<file path="src/rtl/aes_key_schedule_ctrl_if.sv">
// aes_key_schedule_ctrl_if
//   Bundles every non-clock/reset signal of the round-key sequencer/store.
//   slave  : the sequencer itself (aes_key_schedule_ctrl).
//   master : whatever surrounds it. That is the cipher datapath for start/key_in/rd_*,
//            and the key expander for kx_out_key.
// Signals:
//   start       request a new expansion (ignored while busy)
//   key_in      128-bit cipher key, captured on the accepted start edge
//   kx_key      latched key presented to the expander
//   kx_count    round index presented to the expander (0..9 during expansion)
//   kx_out_key  round key kx_count+1 returned by the expander (combinational)
//   busy        expansion in progress
//   keys_ready  all 11 round keys valid in the store
//   rd_addr     round-key index to read (0..10; 11..15 read as zero)
//   rd_data     registered read data, one cycle after rd_addr
interface aes_key_schedule_ctrl_if;
  logic         start;
  logic [127:0] key_in;
  logic [127:0] kx_key;
  logic [3:0]   kx_count;
  logic [127:0] kx_out_key;
  logic         busy;
  logic         keys_ready;
  logic [3:0]   rd_addr;
  logic [127:0] rd_data;

  modport master (
    output start, key_in, kx_out_key, rd_addr,
    input  kx_key, kx_count, busy, keys_ready, rd_data
  );

  modport slave (
    input  start, key_in, kx_out_key, rd_addr,
    output kx_key, kx_count, busy, keys_ready, rd_data
  );
endinterface

</file>
<file path="src/rtl/aes_key_schedule_ctrl.sv">
// aes_key_schedule_ctrl
//   Sequences an external AES-128 key expander through rounds 0..9, one round per clock.
//   Captures every round key into an 11-entry store.
//   Serves the stored keys through a registered read port.
// Ports:
//   clk    single clock, all state on the rising edge
//   rst_n  asynchronous active-low reset; clears FSM, key register, store and read data
//   bus    aes_key_schedule_ctrl_if.slave (see interface header for signal list)
// Parameters:
//   NR     number of rounds; the store holds NR+1 keys. Only 10 (AES-128) is meaningful.
module aes_key_schedule_ctrl #(
  parameter int NR = 10
) (
  input  logic                    clk,
  input  logic                    rst_n,
  aes_key_schedule_ctrl_if.slave  bus
);

  typedef enum logic [1:0] {
    IDLE   = 2'd0,
    EXPAND = 2'd1,
    DONE   = 2'd2
  } state_t;

  localparam logic [3:0] LAST_STEP = 4'(NR - 1);
  localparam logic [3:0] MAX_ADDR  = 4'(NR);

  state_t       state_reg, state_next;
  logic [3:0]   count_reg, count_next;
  logic [127:0] key_reg, key_next;
  logic         accept;

  logic [NR:0]  slot_we;
  logic [127:0] slot_reg [0:NR];
  logic [127:0] rd_data_reg;

  // ---------------------------------------------------------------------------
  // FSM state register
  // ---------------------------------------------------------------------------
  always_ff @(posedge clk or negedge rst_n) begin
    if (!rst_n) begin
      state_reg <= IDLE;
      count_reg <= '0;
      key_reg   <= '0;
    end else begin
      state_reg <= state_next;
      count_reg <= count_next;
      key_reg   <= key_next;
    end
  end

  // ---------------------------------------------------------------------------
  // FSM next state. A start request is only looked at outside EXPAND, so a request
  // arriving on the final expansion step is dropped rather than queued.
  // ---------------------------------------------------------------------------
  always_comb begin
    state_next = state_reg;
    count_next = count_reg;
    key_next   = key_reg;
    accept     = 1'b0;
    unique case (state_reg)
      IDLE, DONE: begin
        if (bus.start) begin
          accept     = 1'b1;
          key_next   = bus.key_in;
          count_next = '0;
          state_next = EXPAND;
        end
      end
      EXPAND: begin
        // The expander chains round c into round c+1 internally, so the count
        // must advance by exactly one per cycle with no holds.
        if (count_reg == LAST_STEP) begin
          count_next = '0;
          state_next = DONE;
        end else begin
          count_next = count_reg + 4'd1;
        end
      end
      default: begin
        state_next = IDLE;
        count_next = '0;
      end
    endcase
  end

  // ---------------------------------------------------------------------------
  // Store write enables. Slot 0 is the cipher key itself, taken on the accept edge.
  // Slot gi (gi>=1) is the expander output during the step where kx_count = gi-1.
  // ---------------------------------------------------------------------------
  genvar gi;
  generate
    for (gi = 0; gi <= NR; gi++) begin : g_slot_we
      if (gi == 0) begin : g_key
        assign slot_we[gi] = accept;
      end else begin : g_round
        assign slot_we[gi] = (state_reg == EXPAND) && (count_reg == 4'(gi - 1));
      end
    end
  endgenerate

  // Storage is reset so that keys from an aborted expansion never leak out
  // after rst_n.
  always_ff @(posedge clk or negedge rst_n) begin
    if (!rst_n) begin
      for (int i = 0; i <= NR; i++) begin
        slot_reg[i] <= '0;
      end
    end else begin
      for (int i = 0; i <= NR; i++) begin
        if (slot_we[i]) begin
          slot_reg[i] <= (i == 0) ? bus.key_in : bus.kx_out_key;
        end
      end
    end
  end

  // ---------------------------------------------------------------------------
  // Registered read port. The read samples slot_reg before this edge's write,
  // so read-during-write returns the old contents.
  // ---------------------------------------------------------------------------
  always_ff @(posedge clk or negedge rst_n) begin
    if (!rst_n) begin
      rd_data_reg <= '0;
    end else if (bus.rd_addr <= MAX_ADDR) begin
      rd_data_reg <= slot_reg[bus.rd_addr];
    end else begin
      rd_data_reg <= '0;
    end
  end

  // ---------------------------------------------------------------------------
  // Outputs: busy/keys_ready decode straight from the state register.
  // kx_count is already forced to 0 outside EXPAND by the next-state logic.
  // ---------------------------------------------------------------------------
  assign bus.kx_key     = key_reg;
  assign bus.kx_count   = count_reg;
  assign bus.busy       = (state_reg == EXPAND);
  assign bus.keys_ready = (state_reg == DONE);
  assign bus.rd_data    = rd_data_reg;

endmodule

</file>
<file path="src/flat_wrapper.sv">
// flat-port wrapper written by rule: the top's interface ports become plain ports
module aes_key_schedule_ctrl_flat 
#(
  parameter int NR = 10
)
  (clk, rst_n, bus_start, bus_key_in, bus_kx_out_key, bus_rd_addr, bus_kx_key, bus_kx_count, bus_busy, bus_keys_ready, bus_rd_data);
  aes_key_schedule_ctrl_if bus_i ();
  input  logic clk;
  input  logic rst_n;
  input wire logic [$bits(bus_i.start)-1:0] bus_start;
  input wire logic [$bits(bus_i.key_in)-1:0] bus_key_in;
  input wire logic [$bits(bus_i.kx_out_key)-1:0] bus_kx_out_key;
  input wire logic [$bits(bus_i.rd_addr)-1:0] bus_rd_addr;
  output wire logic [$bits(bus_i.kx_key)-1:0] bus_kx_key;
  output wire logic [$bits(bus_i.kx_count)-1:0] bus_kx_count;
  output wire logic [$bits(bus_i.busy)-1:0] bus_busy;
  output wire logic [$bits(bus_i.keys_ready)-1:0] bus_keys_ready;
  output wire logic [$bits(bus_i.rd_data)-1:0] bus_rd_data;
  assign bus_i.start = bus_start;
  assign bus_i.key_in = bus_key_in;
  assign bus_i.kx_out_key = bus_kx_out_key;
  assign bus_i.rd_addr = bus_rd_addr;
  assign bus_kx_key = bus_i.kx_key;
  assign bus_kx_count = bus_i.kx_count;
  assign bus_busy = bus_i.busy;
  assign bus_keys_ready = bus_i.keys_ready;
  assign bus_rd_data = bus_i.rd_data;
  aes_key_schedule_ctrl #(.NR(NR)) u_core (.clk(clk), .rst_n(rst_n), .bus(bus_i));
endmodule
</file>
<file path="config.mk">
export PLATFORM = sky130hd
export DESIGN_NAME = aes_key_schedule_ctrl_flat
export DESIGN_NICKNAME = d
export VERILOG_FILES = /design/src/rtl/aes_key_schedule_ctrl_if.sv /design/src/rtl/aes_key_schedule_ctrl.sv /design/src/flat_wrapper.sv
export SDC_FILE = /design/constraint.sdc
export NUM_CORES = 2
export LEC_CHECK = 0
export BUFFER_PORTS_ARGS = -buffer_cell sky130_fd_sc_hd__buf_2
export CAP_MARGIN = 20
export CELL_PAD_IN_SITES_DETAIL_PLACEMENT = 0
export CELL_PAD_IN_SITES_GLOBAL_PLACEMENT = 1
export CORE_UTILIZATION = 45
export CTS_CLUSTER_DIAMETER = 40
export DETAILED_ROUTE_END_ITERATION = 10
export GPL_ROUTABILITY_DRIVEN = 0
export PLACE_DENSITY_LB_ADDON = 0.1
export SLEW_MARGIN = 10
export SYNTH_ARGS = -nofsm -noshare
export SYNTH_HDL_FRONTEND = slang
export SYNTH_SLANG_ARGS = --single-unit
</file>
<file path="constraint.sdc">
create_clock -name clk -period 1.6 [get_ports clk]
set_input_delay 0.32 -clock clk [delete_from_list [all_inputs] [get_ports clk]]
set_output_delay 0.32 -clock clk [all_outputs]
set_load 0.005 [all_outputs]
</file>
== Yosys cells after proc, flatten, opt, wreduce, memory -nomap -nowiden ==
Index checks and enable logic that the tools add are counted.
Storage, ports and cells
  word-level logic and storage cells: 59
  bits in registers: 1670
  latch bits: 0
  input port bits: 263
  ROM bits: 0
  memories: 0
  output and inout port bits: 262
  bits in writable memories: 0
Cells by class
  add/sub/neg operators: 1
  $mul: 0
  shift-type cells: 0
  mux-type cells: 12
  $lt $le $gt $ge: 2
  div/mod/pow operators: 0
  equality and inequality tests: 13
  bitwise operators: 1
  reductions and logical operators: 15
Operators by type and width (number)
  binary-select mux 128 bit (select 4 bit): 1
  two-way mux 128 bit: 3
  == test 4 x 3 -> 1 bit, second input constant: 4
  logical AND 1 bit: 10
  == test 4 x 2 -> 1 bit, second input constant: 2
  == test 4 bit, second input constant: 2
  two-way mux 4 bit: 2
  one-hot mux 4 bit (2 select lines): 1
  greater-or-equal comparator 5 bit, second input constant: 1
  inverter 4 -> 5 bit: 1
  adder 4 x 1 -> 4 bit, second input constant: 1
  == test 4 x 1 -> 1 bit, second input constant: 1
  less-or-equal comparator 4 bit, second input constant: 1
  logical NOT 4 bit: 1
  two-way mux 2 bit: 2
  one-hot mux 2 bit (2 select lines): 1
  AND reduction 2 bit: 2
  == test 2 x 1 -> 1 bit, second input constant: 1
  == test 2 bit, second input constant: 1
  logical NOT 2 bit: 1
  two-way mux 1 bit: 2
  inequality test 2 x 1 -> 1 bit, second input constant: 1
  inequality test 2 bit, second input constant: 1
  OR reduction 2 bit: 1

== Longest topological paths before layout ==
  depth after elaboration: 5
  depth in mapped cells: 7

== Worst setup path after synthesis ==
OpenSTA, ideal clock, no wires.
  kind: in2reg
  start point: input bus_rd_addr[1]
  end point: register u_core.rd_data_reg[102] (netlist: u_core.bus.rd_data[102])
  slack: -161 ps
  arrival: 1640 ps
  buffers on the path: 3
  stages: 6
  library setup time: 121 ps
  cell sequence: buf_2 > buf_2 > clkbuf_1 > mux4_2 > nand2b_1 > a22o_1
On the way
  cells in the longest elaborated chain, start to end: 5
  elaborated cells between the ends (all ways): 6
  classes of those cells: order compare (1); mux (4); bitwise (1)
RTL lines
  from (decl): line flat_wrapper.sv:13  | input wire logic [$bits(bus_i.rd_addr)-1:0] bus_rd_addr;
  inverter 4 -> 5 bit (not written as such): line aes_key_schedule_ctrl.sv:126  | rd_data_reg <= slot_reg[bus.rd_addr];
  binary-select mux 128 bit (select 4 bit): line aes_key_schedule_ctrl.sv:126
  two-way mux 128 bit (not written as such) (2 in a row): line aes_key_schedule_ctrl.sv:126
  two-way mux 128 bit (*): line aes_key_schedule_ctrl.sv:125  | end else if (bus.rd_addr <= MAX_ADDR) begin
  to (signal assigned): line aes_key_schedule_ctrl.sv:126
  to (decl): line aes_key_schedule_ctrl.sv:35  | logic [127:0] rd_data_reg;
Mark *: on every way between the ends. The rest lies on a longest branch, timed or not. The select of a mux whose other input is x is not followed.
A chain may end at the register's enable or synchronous reset.

== Worst setup path in the final report ==
  start point: register u_core.state_reg[1]
  end point: register u_core.slot_reg[854] (netlist bit)
On the way
  cells in the longest elaborated chain, start to end: 2
RTL lines
  from (decl): line aes_key_schedule_ctrl.sv:28  | state_t state_reg, state_next;
  from (signal assigned): line aes_key_schedule_ctrl.sv:46  | state_reg <= state_next;
  == test 2 x 1 -> 1 bit: line aes_key_schedule_ctrl.sv:97  | assign slot_we[gi] = (state_reg == EXPAND) && (count_reg == 4'(gi - 1));
  logical AND 1 bit: line aes_key_schedule_ctrl.sv:97
  to (signal, indexed assignment): line aes_key_schedule_ctrl.sv:112  | slot_reg[i] <= (i == 0) ? bus.key_in : bus.kx_out_key;
  to (decl): line aes_key_schedule_ctrl.sv:34  | logic [127:0] slot_reg [0:NR];
Every way passes these cells.

==> summary.md <==
| Metric | Value |
|---|---|
| DR vias | `between 40000 and 50000` |
| Reg2reg setup slack | `-0.48 ns` |
| EDFF count, synth | `0` |
| Via-per-instance ratio | `about 5.5` |
| Synth Flop Type | `dfrtp_1` |
| R2r worst-path depth | `8` |
| Fin crit period | `2.08 ns` |
| Drt wl/cell | `roughly 26 um` |
| CP max FO | `4` |
| Critical Path Source | `u_core.state_reg[1]$_DFFE_PN0P_` |
| CP Cell Sequence | `buf_6 > nor4b_4 > and3_4 > buf_6 > buf_12 > buf_8 > buf_16 > mux2_4` |
| Synth Instances | `approximately 4600` |
| Filler cells | `roughly 12000` |
| Async set-or-reset flop fraction in the synthesized netlist | `100%` |
| Final WS setup | `-0.477 ns` |
| Drt total wl | `approximately 210 mm` |
| Fin area | `between 90000 and 100000 sq um` |
| Clock slew at reported path FFs | `~0.05 ns` |
| Max-cap check violation count | `0` |
| PwrDens | `1970 nW/um^2` |
| Post-synthesis sequential area ratio | `55.9%` |
| Drt pass-1 iters | `5` |
| Vias in the first global route | `46600` |
| Worst rel slew slack | `63.0%` |
| Worst setup path end | `u_core.slot_reg[854]$_DFFE_PN0P_` |
| Syn_nets | `4867` |
| CTS tree | `done` |
| Area growth syn-to-layout | `33.1%` |
| Clk_lat worst skew | `0.84 ns` |
| Status | `finished with violations` |
| Die area | `155000 sq um` |
| Critical path arrival | `between 2 and 3 ns` |
| Final Cycle Share | `130%` |
| Largest net degree at the start of global routing | `94` |
| Startpoint Class | `flip-flop` |
| Cell Rows | `approximately 140` |
| Synthesized area per cell | `15.0 sq um` |
| WS Path Type | `flip-flop to flip-flop` |
| Clock sink count | `approximately 1500` |
| Clock buffer depth | `3` |
| H-tree depth | `4` |
| Failing checks | `setup timing` |
| Starting Density | `45.4%` |
| Final Slew Violations | `0` |
| All-layer global routing usage | `roughly a quarter` |
| Final setup vio count | `between 1500 and 2000` |
| Drt drc | `0` |
| Antenna violations before repair | `12` |
| Hold crit path type | `input port to async pin` |
| Overflow after GRT | `0` |
| Synth cell types | `33` |
| Io pins | `roughly 530` |
| Post-Layout Cell Count | `around 8000` |
| Area of placed instances | `roughly 77000 sq um` |
| HPWL Detailed | `around 120 mm` |
| Core area | `152000 sq um` |
| Final hold viol count | `0` |
| Tightest Pin Transition | `roughly 0.55 ns` |
| Die Height | `slightly below 400 um` |
| CP Capture Type | `flip-flop` |
| Setup TNS | `-431.11 ns` |
| Reg-to-Reg End | `u_core.slot_reg[854]$_DFFE_PN0P_` |
| Min Hold Slack | `roughly 0.06 ns` |
| Final nets | `5933` |
| Most frequent cells in the layout | `dfrtp_1, mux2_2, buf_2` |
| Remaining antenna violation count after routing | `0` |
| Commonest non-fill, non-tap cell in the layout | `dfrtp_1` |
| YS warnings | `0` |
| Skew final | `roughly 0.051 ns` |
| RSZ-0062 raised after global routing | `yes` |
| First-pass GRT wire length | `between 300 and 400 mm` |
| WP data required | `roughly 2.3 ns` |
| Peak VDD IR | `about 1.3 mV` |
| TritonCTS buffer count | `roughly 230` |
| Seq cells post-synth | `around 1500` |
| Mapped Area | `69000 sq um` |
| Largest stage delay, worst path | `0.42 ns` |
| Most used cell, CP | `buf_6` |
| Static Leak | `between 40 and 50 nW` |
| Largest register FFs | `about 1300` |
| Number of DRC markers in iteration 0 | `approximately 2100` |
| DP Cell Count | `7064` |
| CP max stage cell | `dfrtp_1` |
| Root Driver | `clkbuf_16` |
| Fraction of layout cells with a size suffix above 1 | `a little over half` |
| IO buf count | `about 520` |
| Die X-Extent | `between 300 and 400 um` |
| F_max | `0.482 GHz` |
| FF-to-FF Start | `u_core.state_reg[1]$_DFFE_PN0P_` |
## layer usage
layer	track usage, %	share of wire [%]
met5	0	0.037
met4	6.40	2.1
met3	4.14	4.1
met2	41.4	48
met1	36.0	46
## worst max-delay path: cells and delay by family, from the launching register on
family | cells | cell delay [ns]
DFF | 1 | 0.42
buffers and inverters | 5 | 0.69
muxes | 1 | 0.30
and+or+nand+nor | 2 | 0.56
## how the worst min path moves through the flow
stage | depth (start not counted) | slack (ns) | startpoint | endpoint
floorplan | 0 | 0.02 | rst_n | u_core.bus.kx_count[0]$_DFFE_PN0P_
global placement | 1 | 0.26 | rst_n | u_core.slot_reg[132]$_DFFE_PN0P_
detailed placement | 1 | 0.26 | rst_n | u_core.slot_reg[388]$_DFFE_PN0P_
CTS | 2 | 0.006 | rst_n | u_core.slot_reg[119]$_DFFE_PN0P_
global route | 2 | 0.04 | rst_n | u_core.slot_reg[375]$_DFFE_PN0P_
finish | 2 | 0.06 | rst_n | u_core.slot_reg[132]$_DFFE_PN0P_
## Yosys cell counts, types with 2 or more instances
cell / number / area share, %
dfrtp_1: 1542 / 56
mux2_2: 1408 / 23
mux2i_1: 385 / 5.6
buf_4: 159 / 1.7
buf_2: 133 / 0.96
buf_1: 132 / 0.72
nand2b_1: 129 / 1.2
a221oi_1: 128 / 1.6
a22o_1: 128 / 1.6
mux4_2: 128 / 4.2
o2bb2ai_1: 128 / 1.6
clkbuf_1: 94 / 0.51
buf_6: 62 / 1.0
nand2_1: 12 / 0.065
nor2b_1: 6 / 0.054
inv_1: 4 / 0.022
nand3_1: 4 / 0.029
nor2_1: 4 / 0.022
a21oi_1: 3 / 0.022
clkbuf_4: 2 / 0.022
## power breakdown
| part | internal (mW) | switching [mW] | total [mW] |
|---|---|---|---|
| clock network | 33.5 | 19.1 | 52.6 |
| logic | 37.0 | 22.0 | 59.0 |
| registers | 58.5 | 10.7 | 69.3 |
| total | 129 | 51.8 | 181 |
## stage by stage
step | setup slack [ns] | total power, mW | utilization, %
final | -0.477 | 181 | 60.4
after global routing | -0.535 | 190 | 60.4
after CTS | -0.461 | 178 | 59.4
after detailed placement | -0.459 | 120 | 50.9
after global placement | -0.465 | 119 | 50.9
after floorplan | -0.118 | 103 | -
## final cells by class
type	count	area (sq um)	share of cell area (%)
antenna	1	2.50	0.00272
clock buffer	292	6360	6.92
clock inverter	145	1860	2.02
inverter	5	20.0	0.0218
multi-input combinational	2479	28100	30.6
sequential	1542	38600	42.0
tap	2030	2540	2.76
timing repair buffer	1409	14400	15.6
## cells by family after synthesis
| kind of cell | count (synthesis) | share of synthesized area (%) |
|---|---|---|
| multiplexers | 1921 | 32.7 |
| flip-flops | 1542 | 55.9 |
| AO/OA/AOI/OAI | 392 | 4.94 |
| AND/OR/NAND/NOR | 162 | 1.45 |
| buffers and inverters | 587 | 4.98 |
## what timing repair did
action | CTS | global route
gates cloned | 34 | 35
hold endpoints to repair | 2812 | 0
pin swaps | 5 | 6
hold buffers | 258 | 0
buffers inserted | 66 | 29
resized for setup | 132 | 226
endpoints found under the setup margin | 1570 | 1665
Note: power is estimated with default switching activity, not from simulation.
